$ cat src/rtl/atomik_state_reader.sv
// Read side of the delta accumulator: serves current state (S0 ^ acc), converts
// absolute targets into deltas and optionally commits them back to the accumulator.
module atomik_state_reader #(
    parameter int DELTA_WIDTH = 64,
    parameter int TAG_WIDTH   = 4,
    parameter int CNT_WIDTH   = 16
) (
    input  logic                   clk,
    input  logic                   rst,
    input  logic [DELTA_WIDTH-1:0] initial_state_in,
    input  logic [DELTA_WIDTH-1:0] delta_accumulator_in,
    input  logic                   req_valid,
    output logic                   req_ready,
    input  logic [1:0]             req_op,
    input  logic [DELTA_WIDTH-1:0] req_state,
    input  logic [TAG_WIDTH-1:0]   req_tag,
    output logic                   resp_valid,
    input  logic                   resp_ready,
    output logic [DELTA_WIDTH-1:0] resp_data,
    output logic [TAG_WIDTH-1:0]   resp_tag,
    output logic                   resp_err,
    output logic [DELTA_WIDTH-1:0] delta_out,
    output logic                   delta_valid,
    output logic [CNT_WIDTH-1:0]   commit_count
);

    localparam logic [1:0] OP_READ   = 2'b00;
    localparam logic [1:0] OP_DIFF   = 2'b01;
    localparam logic [1:0] OP_COMMIT = 2'b10;

    typedef enum logic [0:0] {
        ST_IDLE   = 1'b0,
        ST_COMMIT = 1'b1
    } state_t;

    state_t                 r_state;
    state_t                 w_state_nxt;

    logic [DELTA_WIDTH-1:0] r_fifo_data [2];
    logic [TAG_WIDTH-1:0]   r_fifo_tag  [2];
    logic [1:0]             r_fifo_err;
    logic                   r_rd_ptr;
    logic                   r_wr_ptr;
    logic [1:0]             r_count;

    logic [DELTA_WIDTH-1:0] r_delta_out;
    logic                   r_delta_valid;
    logic [CNT_WIDTH-1:0]   r_commit_count;

    logic [DELTA_WIDTH-1:0] w_current;
    logic [DELTA_WIDTH-1:0] w_result;
    logic                   w_err;
    logic                   w_is_commit;
    logic                   w_req_ready;
    logic                   w_accept;
    logic                   w_pop;

    // Current state is only meaningful in the acceptance cycle; the result is latched into the FIFO.
    assign w_current   = initial_state_in ^ delta_accumulator_in;
    // Stalling in COMMIT lets the accumulator absorb the delta before the next sample of current.
    assign w_req_ready = (r_count < 2'd2) && (r_state == ST_IDLE) && !rst;
    assign w_accept    = req_valid && w_req_ready;
    assign w_pop       = (r_count != 2'd0) && resp_ready;

    // Per-op result, error flag and commit qualifier
    always_comb begin
        w_result    = '0;
        w_err       = 1'b0;
        w_is_commit = 1'b0;
        case (req_op)
            OP_READ: begin
                w_result = w_current;
            end
            OP_DIFF: begin
                w_result = req_state ^ w_current;
            end
            OP_COMMIT: begin
                w_result    = req_state ^ w_current;
                w_is_commit = 1'b1;
            end
            default: begin
                w_result = '0;
                w_err    = 1'b1;
            end
        endcase
    end

    // Next-state logic
    always_comb begin
        w_state_nxt = r_state;
        case (r_state)
            ST_IDLE: begin
                if (w_accept && w_is_commit) begin
                    w_state_nxt = ST_COMMIT;
                end else begin
                    w_state_nxt = ST_IDLE;
                end
            end
            ST_COMMIT: begin
                w_state_nxt = ST_IDLE;
            end
            default: begin
                w_state_nxt = ST_IDLE;
            end
        endcase
    end

    // State register
    always_ff @(posedge clk) begin
        if (rst) begin
            r_state <= ST_IDLE;
        end else begin
            r_state <= w_state_nxt;
        end
    end

    // Commit strobe, held delta and commit counter
    always_ff @(posedge clk) begin
        if (rst) begin
            r_delta_out    <= '0;
            r_delta_valid  <= 1'b0;
            r_commit_count <= '0;
        end else begin
            r_delta_valid <= w_accept && w_is_commit;
            if (w_accept && w_is_commit) begin
                r_delta_out    <= w_result;
                r_commit_count <= r_commit_count + CNT_WIDTH'(1);
            end
        end
    end

    // Two-entry in-order response FIFO; push and pop in one cycle keep occupancy
    always_ff @(posedge clk) begin
        if (rst) begin
            for (int i = 0; i < 2; i++) begin
                r_fifo_data[i] <= '0;
                r_fifo_tag[i]  <= '0;
            end
            r_fifo_err <= 2'b00;
            r_rd_ptr   <= 1'b0;
            r_wr_ptr   <= 1'b0;
            r_count    <= 2'd0;
        end else begin
            if (w_accept) begin
                r_fifo_data[r_wr_ptr] <= w_result;
                r_fifo_tag[r_wr_ptr]  <= req_tag;
                r_fifo_err[r_wr_ptr]  <= w_err;
                r_wr_ptr              <= ~r_wr_ptr;
            end
            if (w_pop) begin
                r_rd_ptr <= ~r_rd_ptr;
            end
            case ({w_accept, w_pop})
                2'b10:   r_count <= r_count + 2'd1;
                2'b01:   r_count <= r_count - 2'd1;
                default: r_count <= r_count;
            endcase
        end
    end

    assign req_ready    = w_req_ready;
    assign resp_valid   = (r_count != 2'd0);
    assign resp_data    = r_fifo_data[r_rd_ptr];
    assign resp_tag     = r_fifo_tag[r_rd_ptr];
    assign resp_err     = r_fifo_err[r_rd_ptr];
    assign delta_out    = r_delta_out;
    assign delta_valid  = r_delta_valid;
    assign commit_count = r_commit_count;

endmodule

$ cat config.mk
export PLATFORM = sky130hd
export DESIGN_NAME = atomik_state_reader
export DESIGN_NICKNAME = d
export VERILOG_FILES = /design/src/rtl/atomik_state_reader.sv
export SDC_FILE = /design/constraint.sdc
export NUM_CORES = 1
export LEC_CHECK = 0
export ABC_AREA = 1
export BUFFER_PORTS_ARGS = -buffer_cell sky130_fd_sc_hd__buf_4
export CAP_MARGIN = 20
export CELL_PAD_IN_SITES_DETAIL_PLACEMENT = 0
export CELL_PAD_IN_SITES_GLOBAL_PLACEMENT = 1
export CORE_MARGIN = 4
export CORE_UTILIZATION = 34
export CTS_CLUSTER_DIAMETER = 150
export DETAILED_ROUTE_END_ITERATION = 6
export GPL_TIMING_DRIVEN = 0
export MAX_ROUTING_LAYER = met4
export PLACE_DENSITY_LB_ADDON = 0.3
export SETUP_SLACK_MARGIN = 0.4
export SYNTH_ARGS = -nofsm -noshare
export SYNTH_HDL_FRONTEND = slang
export SYNTH_SLANG_ARGS = --single-unit
$ cat constraint.sdc
create_clock -name clk -period 2.9 [get_ports clk]
set_input_delay 0.145 -clock clk [delete_from_list [all_inputs] [get_ports clk]]
set_output_delay 0.145 -clock clk [all_outputs]
set_load 0.05 [all_outputs]
Word level (Yosys, flattened, before mapping). Memories as Yosys holds them, arrays and structs flattened. A register that Yosys moved wholly into a read port is not among the register bits. Cells that the tools add are included.

$lt $le $gt $ge: 4. Bitwise logic cells: 5. Reduce and logical (&&, ||, !) cells: 14. $add $sub $neg: 3. Multiplexer cells: 26. Eq/ne operators: 4.

Operators by type and width (count): 64-bit one-hot mux with 2 select lines (1); 64-bit XOR (2); 64-bit 2-to-1 mux (1); 64-bit OR reduction (1); 1-bit 2-to-1 mux (19); 16-bit by 1-bit adder with 16-bit output, second input constant (1); 1-bit logical AND (6); 2-bit by 1-bit equality test with 1-bit output, second input constant (2); 2-bit equality test, second input constant (2); 1-bit by 2-bit < comparator with 1-bit output, second input constant (2); 4-bit 2-to-1 mux (1); 2-bit one-hot mux with 2 select lines (1); 2-bit nonzero test (2); 4-bit OR reduction (1); 1-bit NOT (3); 3-bit OR reduction (1); 2-bit by 1-bit adder with 2-bit output, second input constant (1); 2-bit bitwise mux (1); 2-bit logical NOT (1); 2-bit < comparator, second input constant (1); 1-bit one-hot mux with 2 select lines (1); 2-bit OR reduction (1); 2-bit by 1-bit subtractor with 2-bit output, second input constant (1); 1-bit demux with 1-bit select (1); other kinds (2) (2).

Input bits: 202. Register bits: 88. RAM bits: 136. Word-level logic and storage cells: 66. Output and inout port bits: 152. Memories: 2.

Memory list: r_fifo_data (words 2, bits a word 64, read ports 1, clocked after memory_dff 1, write ports 2, line 39) `logic [DELTA_WIDTH-1:0] r_fifo_data [2];`; r_fifo_tag (words 2, bits a word 4, read ports 1, clocked after memory_dff 1, write ports 2, line 40) `logic [TAG_WIDTH-1:0] r_fifo_tag [2];`.

Depth between registers and ports, before layout.
Depth after elaboration: 9. Depth in mapped cells: 9. Depth with buffers taken out: 8.

Worst setup path after synthesis. OpenSTA, ideal clock, no wires.

Path kind: register to register. Start: register r_count[1]. End: memory r_fifo_data[0][0], enable pin. Cell stages (with the launch flop): 8. Path buffers: 2. Required time: 2.472 ns. Library setup time: 0.428 ns. Data arrival time: 2.522 ns. Period minus slack after synthesis: 2.950 ns. Path slack: -0.050 ns. Path through: dfxtp_1 > nor2_4 > nand3_2 > nor2_2 > inv_2 > buf_6 > buf_6 > nand2_1.

RTL lines: from (decl) (line 44) `logic [1:0] r_count;`; from (signal assigned) (line 154) `2'b10: r_count <= r_count + 2'd1;`; from (signal assigned) (line 155) `2'b01: r_count <= r_count - 2'd1;`; from (signal assigned) (line 156) `default: r_count <= r_count;`; to (decl) (line 39).

==> impl_metrics.ini <==
[sta]
rsz0062_at_grt = false
hold_slack_ns = 0.0498
relSlewSlack_pct = 49.7
fmax_ghz = 0.430
setup-violations-final = 0
layout_min_cycle_time_ns = 2.32
finClkSkew_ns = 0.00912
worstMarginPinSlew_ns = 0.750
post-route-period-util_pct = 80.1
hold_viol = 0
drv_slew = 0

[clocking]
cts_setup_buffers = 0
numCtsBuffers = 24
insertion_delay_ns = 0.52
cts_tree = done
clock_path_buffers = 3
clkSlewWorstSetupHoldPaths_ns = 0.06
clockRootBuffer = clkbuf_16
cts_max_level = 1
cts.sinks = 225

[route]
detail-route-antenna-nets = 0
vias = 9394
drcViolationCount = 0
post_drt_wl_per_cell_um = 17.6
firstDrtPassIters = 5
vias_per_cell = 4.80
routed_wl_mm = 34.4
drt_iter0_drc = 473

[die]
boundaryPins = 354
rows = 64
die_area_mm2 = 0.0346
initial_core_util_pct = 34.9
die_w_um = 186
die_h_um = 186
coreArea_mm2 = 0.0309

[finish]
fillCellCount = 3001
final_cell_mix = buf_4 (355), nand2_1 (226), o21ai_0 (195)
drive_gt1_share_pct = 32.7
final_nets = 1750
mostFrequentLayoutCell = buf_4
syn_to_final_growth_pct = 37.3
n_antenna_cell = 0
layout.cells.non_filler = 1956

[synth]
yosysSeqAreaShare_pct = 54.4
ys_ff_latch = 225
syn_area_per_cell_um2 = 9.34
synth_cell_type_count = 32
synth_area_mm2 = 0.0108
synthCells = 1155
synth_fp_nets = 1363
yosysWarnings = 0

[worst_setup_path]
slowest_delay_ns = 0.38
path_cells = nor2_4, nand3_2, nor2_2, inv_2, buf_6, buf_6, nand2_4, buf_12
cp-start-kind = flop
endpoint_kind = flop
cp.arrival_ns = 2.52
setup.worst_path.class = flop to flop
cp.required_ns = 3.09
cpLargestDelayFamily = simple AND/OR/NAND/NOR gates
slowest_stage = nand2_4
cp_max_fo = 36
crit_buf_inv = 4
reg2reg_slack_ns = 0.58
cpMostUsedCell = buf_6

[power_and_ir_drop]
sw_frac_of_total_pct = 34.8
vdd_ir_drop_max_uv = 366
power.total_mw = 9.84
leakagePower_nw = 6.38
comb_power_share_pct = 32.0
p_per_area_mw_per_mm2 = 664
internal_power_mw = 6.42
switchingPower_mw = 3.42
clkPwrFrac_pct = 30.1
power_frac_seq_pct = 37.9

[placement]
placed_cells = 1905
hpwl_mm = 25.3
portBuffers = 352
place.gp.congestion = 0.783

[global_routing]
grt_pass1_vias = 9413
grt_overflow = 0
grt_pass1_wl_mm = 52.2
grt_usage_pct = 19.7
grt_max_degree = 39
antenna_found_initial = 0

[worst_hold_path]
hold_class = primary input to flop

[job]
cap_violations = 0

[outcome]
outcome = finished clean
state kept, by name (all words and copies together), names as in the netlist, named ones only:
name          cells
r_fifo_data     128
delta_out        64
commit_count     16
r_fifo_tag        8
r_count           2
r_fifo_err        2
delta_valid       1
r_rd_ptr          1
r_state           1
r_wr_ptr          1
what timing repair did:
item                                    in CTS  in global routing
endpoints found under the setup margin      20                  0
hold endpoints to repair                    18                  0
hold buffers                                 7                  0
gates resized for setup                      2                  0
through the flow:
step / cell area, um^2 / TNS [ns] / utilization (%) / setup slack, ns
after global routing: 14800 / 0 / 47.9 / 0.417
after CTS: 14800 / 0 / 47.9 / 0.496
after global placement: 13900 / -18.47 / 45.1 / -0.191
after detailed placement: 14000 / 0 / 45.2 / 0.507
final: 14800 / 0 / 47.9 / 0.576
after floorplan: 10800 / 0 / - / 0.615
Yosys cell counts, drive strengths merged:
| cell | instances | area, um^2 |
|---|---|---|
| ha | 6 | 75.1 |
| inv | 26 | 103 |
| nand4 | 3 | 33.8 |
| buf | 39 | 230 |
| nor2 | 166 | 651 |
| o21ai | 198 | 991 |
| nor3 | 2 | 10.0 |
| xnor2 | 2 | 17.5 |
| xor2 | 66 | 578 |
| edfxtp | 136 | 4080 |
| nor3b | 1 | 7.51 |
| nand3b | 1 | 7.51 |
| dfxtp | 89 | 1780 |
| nand3 | 9 | 50.1 |
| a21oi | 81 | 417 |
| mux2 | 68 | 766 |
| clkinv | 2 | 8.75 |
| or2 | 1 | 6.26 |
| clkbuf | 31 | 116 |
| nand2 | 228 | 856 |
routing by layer:
layer | vias to the layer above | GRT usage, % | wire [um]
met5 | - | - | 0
met4 | 0 | 3.38 | 397
met3 | 30 | 3.38 | 2060
met2 | 249 | 33.8 | 17300
met1 | 4417 | 25.0 | 14600
li1 | 4698 | - | -
power groups by stage:
stage | Sequential, mW | Combinational, mW | Clock [mW]
floorplan | 3.95 | 1.90 | 0
global placement | 3.80 | 3.14 | 0
detailed placement | 3.80 | 3.17 | 0
CTS | 3.74 | 3.20 | 3.02
global route | 3.76 | 3.37 | 3.15
finish | 3.73 | 3.15 | 2.96
path summary, 6_finish.rpt:
check	end	cells past startpoint	from
worst min register to register	commit_count[14]	2	commit_count[14]
worst max register to register	r_fifo_data[0][27]	8	r_count[1]
worst min-delay path	r_fifo_err[0]	4	req_op[0]
worst max-delay path	r_fifo_data[0][27]	8	r_count[1]
worst reg2reg max path: stages, from the launching register on:
cell     delay [ns]
dfxtp_1        0.36
nor2_4         0.16
nand3_2        0.13
nor2_2         0.16
inv_2          0.14
buf_6          0.18
buf_6          0.15
nand2_4        0.39
buf_12         0.31
cells by family after synthesis:
logic type	count (synthesis)	share of synthesized area (%)
AO/OA/AOI/OAI	279	13.0
XOR/XNOR	68	5.52
adder cells (fa/ha/maj)	6	0.696
buffers and inverters	98	4.24
flip-flops	225	54.4
multiplexers	68	7.10
AND/OR/NAND/NOR	411	15.0
area by class of cell:
class | instances | area [um^2] | share of cell area [%]
flip-flops and latches | 225 | 5870 | 39.6
multi-input cells | 832 | 4480 | 30.2
plain buffers | 70 | 350 | 2.36
well taps | 396 | 495 | 3.34
inverters | 28 | 111 | 0.752
clock inverters | 12 | 88.8 | 0.600
repair buffers | 361 | 2750 | 18.6
clock buffers | 32 | 672 | 4.53
Power figures use the tool's default switching activity.
